$ cat src/rtl/antares_div_seq.sv
// antares_div_seq: multi-cycle restoring divider for MIPS DIV/DIVU.
// Quotient goes to LO and remainder to HI. Signed operands are divided as
// magnitudes, and the signs are fixed up in a final cycle.
module antares_div_seq #(
  parameter int WIDTH = 32
) (
  input  logic             clk,
  input  logic             rst,
  input  logic             flush,
  input  logic             start_s,
  input  logic             start_u,
  input  logic [WIDTH-1:0] dividend,
  input  logic [WIDTH-1:0] divisor,
  output logic             busy,
  output logic             done,
  output logic [WIDTH-1:0] quotient,
  output logic [WIDTH-1:0] remainder
);

  typedef enum logic [1:0] {
    IDLE = 2'd0,
    DIV  = 2'd1,
    FIX  = 2'd2
  } state_t;

  localparam int CNT_W = $clog2(WIDTH) + 1;
  localparam logic [CNT_W-1:0] LAST_STEP = CNT_W'(WIDTH - 1);

  state_t state, state_nxt;
  logic [CNT_W-1:0] count;
  logic accept;

  // Working datapath. It is loaded on accept and is never reset.
  logic [WIDTH-1:0] rem_w, quo_w, div_mag;
  logic             signed_op, sign_q, sign_r;
  logic [WIDTH:0]   shifted, trial;
  logic [WIDTH-1:0] q_fix, r_fix;

  // The magnitude of a two's-complement value. The most negative value maps
  // to itself, and read as unsigned that is already the correct magnitude.
  function automatic logic [WIDTH-1:0] abs_mag(input logic signed [WIDTH-1:0] v);
    abs_mag = v[WIDTH-1] ? WIDTH'(-v) : WIDTH'(v);
  endfunction

  // Negate the value only when asked to. The arithmetic wraps modulo 2^WIDTH.
  function automatic logic [WIDTH-1:0] neg_if(input logic en, input logic [WIDTH-1:0] v);
    neg_if = en ? WIDTH'(-v) : v;
  endfunction

  // A start is taken only in IDLE. A flush in the same cycle suppresses it.
  assign accept = (state == IDLE) && (start_s || start_u) && !flush;
  assign busy   = (state != IDLE);

  // One restoring step. The partial remainder is always below the divisor,
  // so the WIDTH+1-bit difference carries a valid sign bit.
  assign shifted = {rem_w, quo_w[WIDTH-1]};
  assign trial   = shifted - {1'b0, div_mag};

  assign q_fix = neg_if(signed_op && sign_q, quo_w);
  assign r_fix = neg_if(signed_op && sign_r, rem_w);

  // State register.
  always_ff @(posedge clk) begin
    if (rst) state <= IDLE;
    else     state <= state_nxt;
  end

  // Next-state logic. A flush aborts any operation in flight.
  always_comb begin
    state_nxt = state;
    case (state)
      IDLE: if (accept) state_nxt = DIV;
      DIV:  if (flush) state_nxt = IDLE;
            else if (count == LAST_STEP) state_nxt = FIX;
      FIX:  state_nxt = IDLE;
      default: state_nxt = IDLE;
    endcase
  end

  // Step counter. It is cleared on accept and advances once per DIV cycle.
  always_ff @(posedge clk) begin
    if (rst)                count <= '0;
    else if (accept)        count <= '0;
    else if (state == DIV)  count <= count + 1'b1;
  end

  // Operand capture and the iterative subtract-and-shift.
  always_ff @(posedge clk) begin
    if (accept) begin
      signed_op <= start_s;
      rem_w     <= '0;
      if (start_s) begin
        quo_w   <= abs_mag(dividend);
        div_mag <= abs_mag(divisor);
        sign_q  <= dividend[WIDTH-1] ^ divisor[WIDTH-1];
        sign_r  <= dividend[WIDTH-1];
      end else begin
        quo_w   <= dividend;
        div_mag <= divisor;
        sign_q  <= 1'b0;
        sign_r  <= 1'b0;
      end
    end else if (state == DIV) begin
      rem_w <= trial[WIDTH] ? shifted[WIDTH-1:0] : trial[WIDTH-1:0];
      quo_w <= {quo_w[WIDTH-2:0], ~trial[WIDTH]};
    end
  end

  // Result registers and the done pulse. Results only change on completion.
  always_ff @(posedge clk) begin
    if (rst) begin
      done      <= 1'b0;
      quotient  <= '0;
      remainder <= '0;
    end else begin
      done <= 1'b0;
      if (state == FIX && !flush) begin
        done      <= 1'b1;
        quotient  <= q_fix;
        remainder <= r_fix;
      end
    end
  end

endmodule

$ cat config.mk
export PLATFORM = sky130hd
export DESIGN_NAME = antares_div_seq
export DESIGN_NICKNAME = d
export VERILOG_FILES = /design/src/rtl/antares_div_seq.sv
export SDC_FILE = /design/constraint.sdc
export NUM_CORES = 1
export LEC_CHECK = 0
export ABC_AREA = 1
export CORE_ASPECT_RATIO = 0.75
export CORE_MARGIN = 2
export CORE_UTILIZATION = 50
export CTS_BUF_LIST = sky130_fd_sc_hd__clkbuf_4 sky130_fd_sc_hd__clkbuf_8
export CTS_CLUSTER_SIZE = 20
export DETAILED_ROUTE_END_ITERATION = 8
export PLACE_DENSITY = 0.74
export REMOVE_ABC_BUFFERS = 1
export SLEW_MARGIN = 20
export SYNTH_ARGS = -nofsm -noshare
export SYNTH_HDL_FRONTEND = slang
export SYNTH_SLANG_ARGS = --single-unit
export TNS_END_PERCENT = 100
$ cat constraint.sdc
create_clock -name clk -period 3.55 [get_ports clk]
set_input_delay 0.8875 -clock clk [delete_from_list [all_inputs] [get_ports clk]]
set_output_delay 0.8875 -clock clk [all_outputs]
set_load 0.01 [all_outputs]
# Yosys cells after proc, flatten, opt, wreduce, memory -nomap -nowiden
# Cells that the tools add are included.
# totals
out_inout_bits,66
ff_bits,172
inputBits,69
# op_classes
muxes,14
n_addsub,6
eq_ne,5
n_reduce_logical,12
bitwise_logic,2
# op_table
op,count
$mux W32,9
$neg A32 Y32,4
$sub A33 B32 Y33,1
$add A6 B1 Y6 const B,1
$eq A6 B5 Y1 const B,1
$mux W2,3
$logic_and A1 B1 Y1,5
$pmux W2 S2,1
$reduce_bool A2 Y1,2
$ne A3 B3 Y1 const B,1
$eq A2 B1 Y1 const B,1
$eq A2 B2 Y1 const B,1
$logic_not A2 Y1,1
$ne A2 B2 Y1 const B,1
$reduce_and A2 Y1,1
$reduce_or A2 Y1,1
$logic_not A1 Y1,1
$logic_or A1 B1 Y1,1
$mux W1,1
$not A1 Y1,1
$xor A1 B1 Y1,1

# Longest topological paths before layout
# Gate-level depths: netlist of run 1.
# logic_depth
word_depth,5
depth_mapped,19
ltp_nobuf,18

# Worst setup path before layout of run 1
# No wires, ideal clock.
# synth_timing
kind,input to register
from,in start_s
to,reg quo_w[16] (data pin)
n_path_buf,1
setup_slack_ps,693
t_arrival_ps,2540
setup_time_ps,317
path_stages,4
path_cell_list,nor2_1 > nor3_4 > clkbuf_1 > o21ai_0
# synth_via
elab_chain_cells,4
word_cells_on_any_way,5
# synth_lines
element,line,rtl
start: declaration,10,"input logic start_s,"
$logic_or A1 B1 Y1,51,assign accept = (state == IDLE) && (start_s || start_u) && !flush;
$logic_and A1 B1 Y1 (2 in series),51,
via accept,31,logic accept;
$mux W32,89,if (accept) begin
end signal: assignment,93,quo_w <= abs_mag(dividend);
end signal: assignment,98,quo_w <= dividend;
end signal: assignment,105,"quo_w <= {quo_w[WIDTH-2:0], ~trial[WIDTH]};"
end: declaration,34,"logic [WIDTH-1:0] rem_w, quo_w, div_mag;"
# The timed path passes the listed nets, and every way through them passes these cells.
# A chain may end at the register's enable or synchronous reset.

# Worst setup path in the final report of run 1
# layout_timing
from,reg quo_w[31]
to,reg quo_w[0] (data pin)
# layout_via
elab_chain_cells,4
# layout_lines
element,line,rtl
$sub A33 B32 Y33,57,"assign trial = shifted - {1'b0, div_mag};"
$not A1 Y1,105,
$mux W32,103,end else if (state == DIV) begin
$mux W32,89,
# Every way passes these cells. The select of a mux whose other input is x is not followed.

==> run_results.csv, run 1 <==
group,metric,value,unit
run_status,status,"finished clean",
power,powerDensity,542,nW/um2
sta,rsz0062_at_grt,"no",
drt,num_vias,12700,
drt,routed_via_density,5.26,
yosys,synthCells,1950,
yosys,synth_area,12700,um2
layout,num_antenna_cells,0,
setup_path,reg2reg_depth,15,
global_routing,grt_overflow,0,
drt,drc_errors,0,
clocking,cts_buffers,17,
layout,layout_common_cells,"557 x nand2_1, 353 x inv_1, 173 x nand3_1, 153 x nor2_1, 134 x clkdlybuf4s50_1",
layout,layout-drive-gt1-share,4.43,%
sta,slew-limit-headroom,27.8,%
global_routing,grt_pass1_wl,59.4,mm
job,maxCapViolCount,0,
power,fin_total_pwr,7.98,mW
floorplan,die_area,26600,um2
yosys,ys_types,51,
sta,final.setup.tns,0,ns
floorplan,rows,50,
floorplan,io-pin-count,135,
global_routing,grt_antenna_before_repair,0,
layout,fillCellCount,2431,
placed_design,place.gp.congestion,0.943,
clocking,cts_sinks,172,
worst_hold_path,holdPathStages,2,
sta,hold_viol_final,0,
placed_design,io_buffers,134,
yosys,synth_top_cell_by_area,"dfxtp_1",
floorplan,core_area,24900,um2
placed_design,dp_hpwl,28.7,mm
sta,fmax,333,MHz
drt,first_pass_iters,7,
power,peakVddDrop,0.000329,V
yosys,synth_area_per_cell,6.50,um2
setup_path,critPathMaxFanout,33,
layout,multi_input_area,6950,um2
drt,drt_iter0_drc,1593,
layout,register_area,4110,um2
setup_path,crit_type,"reg -> reg",
drt,wl_per_cell,15.4,um
sta,tightest_slew,1.08,ns
yosys,synth.area.top_cells,"dfxtp_1 17%, nand2_1 17%, edfxtp_1 16%, inv_1 11%, nand3_1 6.8%",
clocking,h-tree-depth,4,
setup_path,r2r_slack,0.55,ns
worst_hold_path,hp-start,"count[1]",
yosys,yosysWarnings,0,
sta,maxSlewViolCount,0,
sta,setup_viol,0,
power,p_leak,7.28,nW
layout,final_common_cell,"nand2_1",
clocking,cts_setup_buffers,0,
sta,final.period_utilization,84.6,%
setup_path,worst_ep_arrival_time,3.24,ns
global_routing,grt_pass1_vias,11500,
yosys,seq_area_frac_synth,32.5,%
clocking,cts_resized,0,
global_routing,grt_max_degree,66,
clocking,cts_tree,"done",
layout,nets,2173,
worst_hold_path,min_to,"count[1]",
clocking,cts_root_buffer,"clkbuf_8",
clocking,hold_buffers,0,
floorplan,die_h,142,um
yosys,ys_seq_elements,172,
yosys,synth-async-reset-ratio,0,%
floorplan,die_w,188,um
drt,drt_wl_total,37.2,mm
sta,hold_ws,0.487,ns
setup_path,worst_setup_path_end_kind,"flip-flop",
worst_hold_path,hold_path_class,"reg -> reg",
placed_design,postPlaceCellArea,14300,um2
clocking,clock_latency,0.50,ns
global_routing,grt_usage,28.2,%
setup_path,r2r-start,"quo_w[31]",
sta,final.min_clock_period,3.00,ns
layout,final_area,14700,um2
layout,area_growth,16.1,%
clocking,clk_pin_slew_worst_paths,0.09,ns
drt,ant_nets,0,
sta,finalClockSkew,0.0120,ns
setup_path,r2r_end,"quo_w[0]",
clocking,clock_path_buffers,2,
yosys,synth_edf_count,67,
setup_path,start_kind,"flip-flop",
floorplan,floorplan.initialDensity,50.9,%
setup_path,cp.required,3.79,ns
yosys,synth_top_area_share,16.6,%
yosys,dominantRegCellSynth,"dfxtp_1",
## sequential cells by signal (all words and copies together) (netlist names)
| name | cells |
|---|---|
| sign_r | 1 |
| div_mag | 32 |
| remainder | 32 |
| quo_w | 32 |
| signed_op | 1 |
| state | 2 |
| rem_w | 32 |
| done | 1 |
| count | 6 |
| sign_q | 1 |
| quotient | 32 |
## critical path, stage by stage, from the launching register on
cell and delay, ns:
edfxtp_1 0.45, inv_1 0.12, ha_1 0.25, fa_1 0.43
inv_1 0.11, nand3_1 0.10, nand2_2 0.14, nand2_1 0.07
nand2_2 0.14, nand2_2 0.08, nand2_4 0.10, nand2_4 0.07
nand3_4 0.23, nand2_8 0.22, nand2_1 0.13, o21ai_0 0.09
## layer usage
| layer | up-vias | GRT usage [%] | wire length, um |
|---|---|---|---|
| met5 | - | 0 | 0 |
| li1 | 6388 | - | - |
| met3 | 35 | 5.54 | 3800 |
| met1 | 5787 | 44.4 | 18200 |
| met2 | 515 | 39.1 | 14900 |
| met4 | 0 | 6.01 | 389 |
## metrics by stage
step / worst slack [ns] / util [%] / cells
2_1_floorplan: -1.44 / - / 1897
3_3_place_gp: 0.400 / 57.5 / 2385
3_5_place_dp: 0.369 / 57.5 / 2385
4_1_cts: 0.578 / 59.1 / 2417
5_1_grt: 0.363 / 59.1 / 2417
6_report: 0.547 / 59.1 / 2417
## how the worst max path moves through the flow
| stage | from | endpoint | slack [ns] | cells past startpoint |
|---|---|---|---|---|
| 2_1_floorplan | start_s | rem_w[19] | -1.44 | 7 |
| 3_3_place_gp | divisor[0] | div_mag[22] | 0.40 | 12 |
| 3_5_place_dp | divisor[0] | div_mag[22] | 0.37 | 12 |
| 4_1_cts | quo_w[31] | quo_w[0] | 0.58 | 15 |
| 5_1_grt | quo_w[31] | quo_w[0] | 0.36 | 15 |
| 6_report | quo_w[31] | quo_w[0] | 0.55 | 15 |
## cell families after synthesis
kind of cell               after synthesis  share of synthesized area [%]
and+or+nand+nor                        992                           33.7
buffers and inverters                  414                           12.7
AOI/OAI and AO/OA                      235                           10.4
DFF                                    172                           32.5
xor gates and xnor gates                99                           6.84
adders and majority gates               38                           3.81
## cell usage after synthesis (all sizes together), types with 2 or more instances
cell / number
nor4: 9
and2: 5
ha: 37
o21a: 17
nand4: 30
nand2: 573
inv: 360
o211ai: 5
o21ai: 113
buf: 18
and3: 2
xnor2: 11
edfxtp: 67
o21bai: 13
o31ai: 3
nor3: 26
nand3: 174
nor2: 160
dfxtp: 105
nand3b: 5
clkbuf: 35
a31oi: 8
a21oi: 72
or2: 7
xor2: 88
## layout make-up
class / count / area share [%]
Inverter: 361 / 9.22
Clock buffer: 18 / 1.64
Sequential cell: 172 / 28.0
Tap cell: 338 / 2.87
Multi-Input combinational cell: 1364 / 47.2
Clock inverter: 14 / 1.08
Timing Repair Buffer: 150 / 10.0
## power by group
part | leakage [nW] | internal (mW) | switching [mW] | total [mW]
logic | 5.58 | 1.28 | 2.57 | 3.84
clock network | 0.205 | 0.650 | 0.834 | 1.48
registers | 1.50 | 2.31 | 0.338 | 2.65
Note: power is estimated with default switching activity, not from simulation.
==> run 2, diff against run 1 <==
==> constraint.sdc (replaced) <==
create_clock -name clk -period 2.9 [get_ports clk]
set_input_delay 0.725 -clock clk [delete_from_list [all_inputs] [get_ports clk]]
set_output_delay 0.725 -clock clk [all_outputs]
set_load 0.01 [all_outputs]
==> run 2 against run 1 <==
- maximum frequency grew 14%
- sequential share of layout area shrank 0.43 points
- critical endpoint is now rem_w[7]
- largest power group unchanged
- critical path type unchanged
- cell count grew 0.91%
- sequential power grew 21%
- total power grew 24%
- hold slack lost 0.00062 ns
- sequential cell count is the same
- clock power grew 24%
- highest routed layer unchanged
- combinational power grew 27%
- clock skew grew 0.0049 ns
- first-iteration DRC count grew 6.1%
- wire length grew 2.1%
==> run_results.csv, run 2 (synthesis gave the netlist of run 1 again) <==
group,metric,value,unit
sta,maxSlewViolCount,0,
floorplan,floorplan.initialDensity,50.9,%
sta,final.min_clock_period,2.63,ns
floorplan,die_h,142,um
global_routing,grt_pass1_vias,11500,
power,p_comb_share,49.0,%
floorplan,die_area,26600,um2
power,internal_power,5.27,mW
power,switching_share,46.8,%
power,peakVddDrop,0.000404,V
global_routing,grt_antenna_before_repair,0,
setup_path,cp.required,3.35,ns
global_routing,grt_pass1_wl,60.7,mm
power,switching_power,4.63,mW
drt,drt_iter0_drc,1690,
layout,nets,2195,
drt,highest_layer,"met4",
drt,met2_length,14.9,mm
drt,wl_per_cell,15.6,um
global_routing,grt_usage,28.9,%
setup_path,critPathMaxFanout,27,
floorplan,rows,50,
layout,area_growth,17.9,%
drt,routed_via_density,5.23,
clocking,clk_pin_slew_worst_paths,0.11,ns
clocking,cts_sinks,172,
power,p_leak,7.41,nW
clocking,clock_latency,0.51,ns
drt,drt_wl_total,38.0,mm
placed_design,place.gp.congestion,0.964,
clocking,cts_buffers,17,
drt,ant_nets,0,
drt,met3_length,3.56,mm
layout,layout-drive-gt1-share,5.38,%
placed_design,io_buffers,134,
global_routing,grt_max_degree,122,
power,seq_power_share,32.4,%
run_status,status,"finished clean",
drt,drt-met1-wl,19.2,mm
setup_path,crit_type,"reg -> reg",
drt,drc_errors,0,
sta,rsz0062_at_grt,"no",
drt,num_vias,12800,
sta,tightest_slew,0.750,ns
global_routing,grt_overflow,0,
clocking,h-tree-depth,4,
clocking,clock_path_buffers,2,
drt,first_pass_iters,5,
setup_path,start_kind,"flip-flop",
power,powerDensity,663,nW/um2
clocking,cts_resized,0,
layout,stdcell_count,2439,
sta,final.period_utilization,90.7,%
layout,layout_common_cells,"557 x nand2_1, 354 x inv_1, 173 x nand3_1, 153 x nor2_1, 134 x clkdlybuf4s50_1",
floorplan,die_w,188,um
clocking,cts_tree,"done",
job,maxCapViolCount,0,
sta,slew-limit-headroom,50.0,%
power,power_frac_clock,18.6,%
layout,final_core_util,60.0,%
floorplan,core_area,24900,um2
placed_design,placed_cells,2406,
layout,num_antenna_cells,0,
setup_path,worst_setup_path_end_kind,"flip-flop",
sta,hold_viol_final,0,
sta,fmax,380,MHz
sta,finalClockSkew,0.0170,ns
placed_design,dp_hpwl,29.7,mm
layout,final_common_cell,"nand2_1",
worst_hold_path,hold_path_class,"reg -> reg",
floorplan,io-pin-count,135,
setup_path,worst_ep_arrival_time,3.08,ns
clocking,hold_buffers,0,
sta,setup_viol,0,
clocking,cts_root_buffer,"clkbuf_8",
clocking,cts_setup_buffers,0,
run 2: through the flow:
step / power [mW] / hold slack, ns / TNS [ns] / setup slack, ns / area, um2
floorplan: 6.53 / 0.448 / -127.68 / -1.92 / 12400
global placement: 7.89 / 0.468 / 0 / 0.0210 / 14500
detailed placement: 7.97 / 0.475 / -0.0883 / -0.0645 / 14500
CTS: 9.81 / 0.489 / 0 / 0.202 / 14900
global route: 10.7 / 0.520 / 0 / 0.104 / 14900
finish: 9.90 / 0.486 / 0 / 0.270 / 14900
run 2: final timing paths:
path,slack (ns),end,depth (start not counted),startpoint
max,0.27,rem_w[7],17,quo_w[31]
min,0.49,rem_w[0],2,rem_w[0]
max reg2reg,0.27,rem_w[7],17,quo_w[31]
min reg2reg,0.49,rem_w[0],2,rem_w[0]
run 2: layout make-up:
cell class / count / area [um2]
timing repair buffer: 172 / 1690
multi-input combinational: 1364 / 6950
tap: 338 / 423
sequential: 172 / 4110
clock inverter: 15 / 180
clock buffer: 17 / 234
inverter: 361 / 1360
fill: 2439 / 9960
run 2: critical path, stage by stage (launching register included):
cell and delay (ns):
edfxtp_1 0.41, inv_1 0.11, ha_1 0.23, fa_1 0.41, inv_1 0.09, nand3_1 0.08, nand2_2 0.12, nand2_1 0.07
nand2_2 0.09, nand2_2 0.07, nand2_4 0.09, nand2_4 0.08, nand2_4 0.07, nand2_4 0.09, buf_4 0.25, nand3_1 0.12
nand3_1 0.08, nand2_1 0.08
run 2: power by group through the flow:
stage	clock, mW	sequential (mW)	combinational, mW
after floorplan	0	3.11	3.42
after global placement	0	3.24	4.65
after detailed placement	0	3.25	4.72
after CTS	1.86	3.20	4.75
after global routing	1.96	3.23	5.47
final	1.84	3.21	4.86
run 2: layer usage:
layer | up-vias | GRT usage, %
met5 | - | 0
met1 | 5806 | 46.4
li1 | 6419 | -
met4 | 0 | 5.64
met3 | 28 | 5.91
met2 | 497 | 39.1
==> run 3, diff against run 2 <==
--- a/config.mk
+++ b/config.mk
@@ -8,11 +8,12 @@
 export ABC_AREA = 1
 export CORE_ASPECT_RATIO = 0.75
 export CORE_MARGIN = 2
-export CORE_UTILIZATION = 50
+export CORE_UTILIZATION = 45
 export CTS_BUF_LIST = sky130_fd_sc_hd__clkbuf_4 sky130_fd_sc_hd__clkbuf_8
 export CTS_CLUSTER_SIZE = 20
 export DETAILED_ROUTE_END_ITERATION = 8
-export PLACE_DENSITY = 0.74
+export HOLD_SLACK_MARGIN = 0.12
+export PLACE_DENSITY = 0.68
 export REMOVE_ABC_BUFFERS = 1
 export SLEW_MARGIN = 20
 export SYNTH_ARGS = -nofsm -noshare
==> run 3 against run 2 <==
- design area is 0.61% higher
- first-iteration DRC count is 29% lower
- total power is 0.40% higher
- critical path type unchanged
==> run_results.csv, run 3 (synthesis gave the netlist of run 1 again) <==
group,metric,value,unit
clocking,cts_sinks,172,
global_routing,grt_pass1_wl,61.0,mm
global_routing,grt_antenna_before_repair,0,
setup_path,r2r_end,"rem_w[25]",
setup_path,cp.required,3.28,ns
sta,hold_viol_final,0,
job,maxCapViolCount,0,
global_routing,grt_max_degree,56,
clocking,clock_path_buffers,2,
layout,area_growth,18.7,%
sta,maxSlewViolCount,0,
setup_path,r2r_slack,0.20,ns
floorplan,die_area,29500,um2
setup_path,cp_slowest_stage_delay,0.45,ns
setup_path,worstSetupStartpoint,"quo_w[31]",
setup_path,worst_setup_path_end_kind,"flip-flop",
placed_design,pre_cts_slack,-0.0335,ns
placed_design,dp_hpwl,30.7,mm
sta,fmax,370,MHz
global_routing,grt_pass1_vias,11300,
sta,setup_viol,0,
sta,hold_ws,0.487,ns
clocking,cts_root_buffer,"clkbuf_8",
worst_hold_path,hp-start,"rem_w[0]",
layout,final_core_util,54.0,%
placed_design,place.gp.congestion,0.939,
power,fin_total_pwr,9.94,mW
layout,nets,2199,
floorplan,floorplan.initialDensity,45.5,%
sta,timing.final.ws_setup,0.196,ns
setup_path,critPathMaxFanout,32,
drt,num_vias,12600,
drt,drt_iter0_drc,1197,
power,p_leak,7.45,nW
global_routing,grt_overflow,0,
sta,rsz0062_at_grt,"no",
clocking,hold_buffers,0,
setup_path,timing.critical_path.cells,"inv_1 -> ha_1 -> fa_1 -> inv_1 -> nand3_1 -> nand2_2 -> nand2_1 -> nand2_2 -> nand2_2 -> nand2_4 -> nand2_4 -> nand2_4 -> nand2_4 -> buf_4 -> nand3_1 -> nand2_1 -> nand2_1 -> nand2_1",
floorplan,io-pin-count,135,
clocking,h-tree-depth,4,
setup_path,crit_type,"reg -> reg",
global_routing,grt_usage,26.6,%
setup_path,slowest_stage,"edfxtp_1",
setup_path,crit_family,"simple AND/OR/NAND/NOR gates",
layout,layout-drive-gt1-share,5.56,%
floorplan,core_area,27900,um2
run_status,status,"finished clean",
layout,final_common_cell,"nand2_1",
drt,first_pass_iters,5,
worst_hold_path,holdPathStages,2,
layout,final_area,15000,um2
worst_hold_path,min_to,"rem_w[0]",
layout,num_antenna_cells,0,
setup_path,r2r-start,"quo_w[31]",
layout,fillCellCount,2861,
sta,final.period_utilization,93.2,%
setup_path,worst_ep_arrival_time,3.08,ns
floorplan,rows,53,
sta,finalClockSkew,0.0230,ns
placed_design,io_buffers,134,
sta,slew-limit-headroom,47.1,%
clocking,clk_pin_slew_worst_paths,0.12,ns
drt,drt_wl_total,38.3,mm
layout,layout_common_cells,"557 x nand2_1, 353 x inv_1, 173 x nand3_1, 153 x nor2_1, 134 x clkdlybuf4s50_1",
drt,drc_errors,0,
clocking,clock_latency,0.49,ns
setup_path,critPathBufInv,3,
floorplan,die_h,149,um
floorplan,die_w,198,um
clocking,cts_tree,"done",
power,peakVddDrop,0.000433,V
placed_design,postPlaceCellArea,14600,um2
drt,wl_per_cell,15.6,um
power,powerDensity,661,nW/um2
clocking,cts_buffers,17,
sta,final.min_clock_period,2.70,ns
setup_path,start_kind,"flip-flop",
layout,multi_input_area,6950,um2
drt,ant_nets,0,
drt,routed_via_density,5.12,
worst_hold_path,hold_path_class,"reg -> reg",
sta,tightest_slew,0.784,ns
layout,register_area,4110,um2
setup_path,reg2reg_depth,18,
## run 3: cell type report
class	instances	area share, %
Timing Repair Buffer	176	11.5
Sequential cell	172	27.4
Inverter	361	9.02
Clock inverter	15	1.34
Tap cell	357	2.97
Multi-Input combinational cell	1364	46.2
Clock buffer	17	1.56
## run 3: report_power, final
group | switching (mW) | leakage (nW) | internal (mW) | total (mW)
logic | 3.20 | 5.74 | 1.66 | 4.86
registers | 0.378 | 1.50 | 2.82 | 3.20
clock network | 1.07 | 0.218 | 0.815 | 1.88
total | 4.65 | 7.45 | 5.30 | 9.94
## run 3: per-layer routing
layer | wire (um) | global-route usage, %
met1 | 19900 | 43.3
met5 | 0 | 0
met3 | 3720 | 5.45
met2 | 14400 | 35.7
met4 | 238 | 3.65
## run 3: worst max-delay path by stage
stage	to	cells past startpoint
after floorplan	rem_w[19]	7
after global routing	rem_w[31]	18
final	rem_w[25]	18
after CTS	rem_w[24]	16
after detailed placement	div_mag[22]	12
after global placement	div_mag[22]	12
## run 3: metrics by stage
stage / instances / setup TNS [ns]
global route: 2462 / 0
global placement: 2430 / 0
detailed placement: 2430 / -0.0335
finish: 2462 / 0
CTS: 2462 / 0
floorplan: 1897 / -127.68
## run 3: worst min-delay path: cells and delay by family (launching register included)
kind / cells / cell delay, ns
flip-flops: 1 / 0.34
AND/OR/NAND/NOR: 2 / 0.11
## run 3: repair_timing
| item | 4_1_cts | 5_1_grt |
|---|---|---|
| endpoints found under the hold margin | 0 | 0 |
| endpoints found under the setup margin | 0 | 23 |
| resized for setup | 0 | 1 |
| buffers inserted | 0 | 0 |
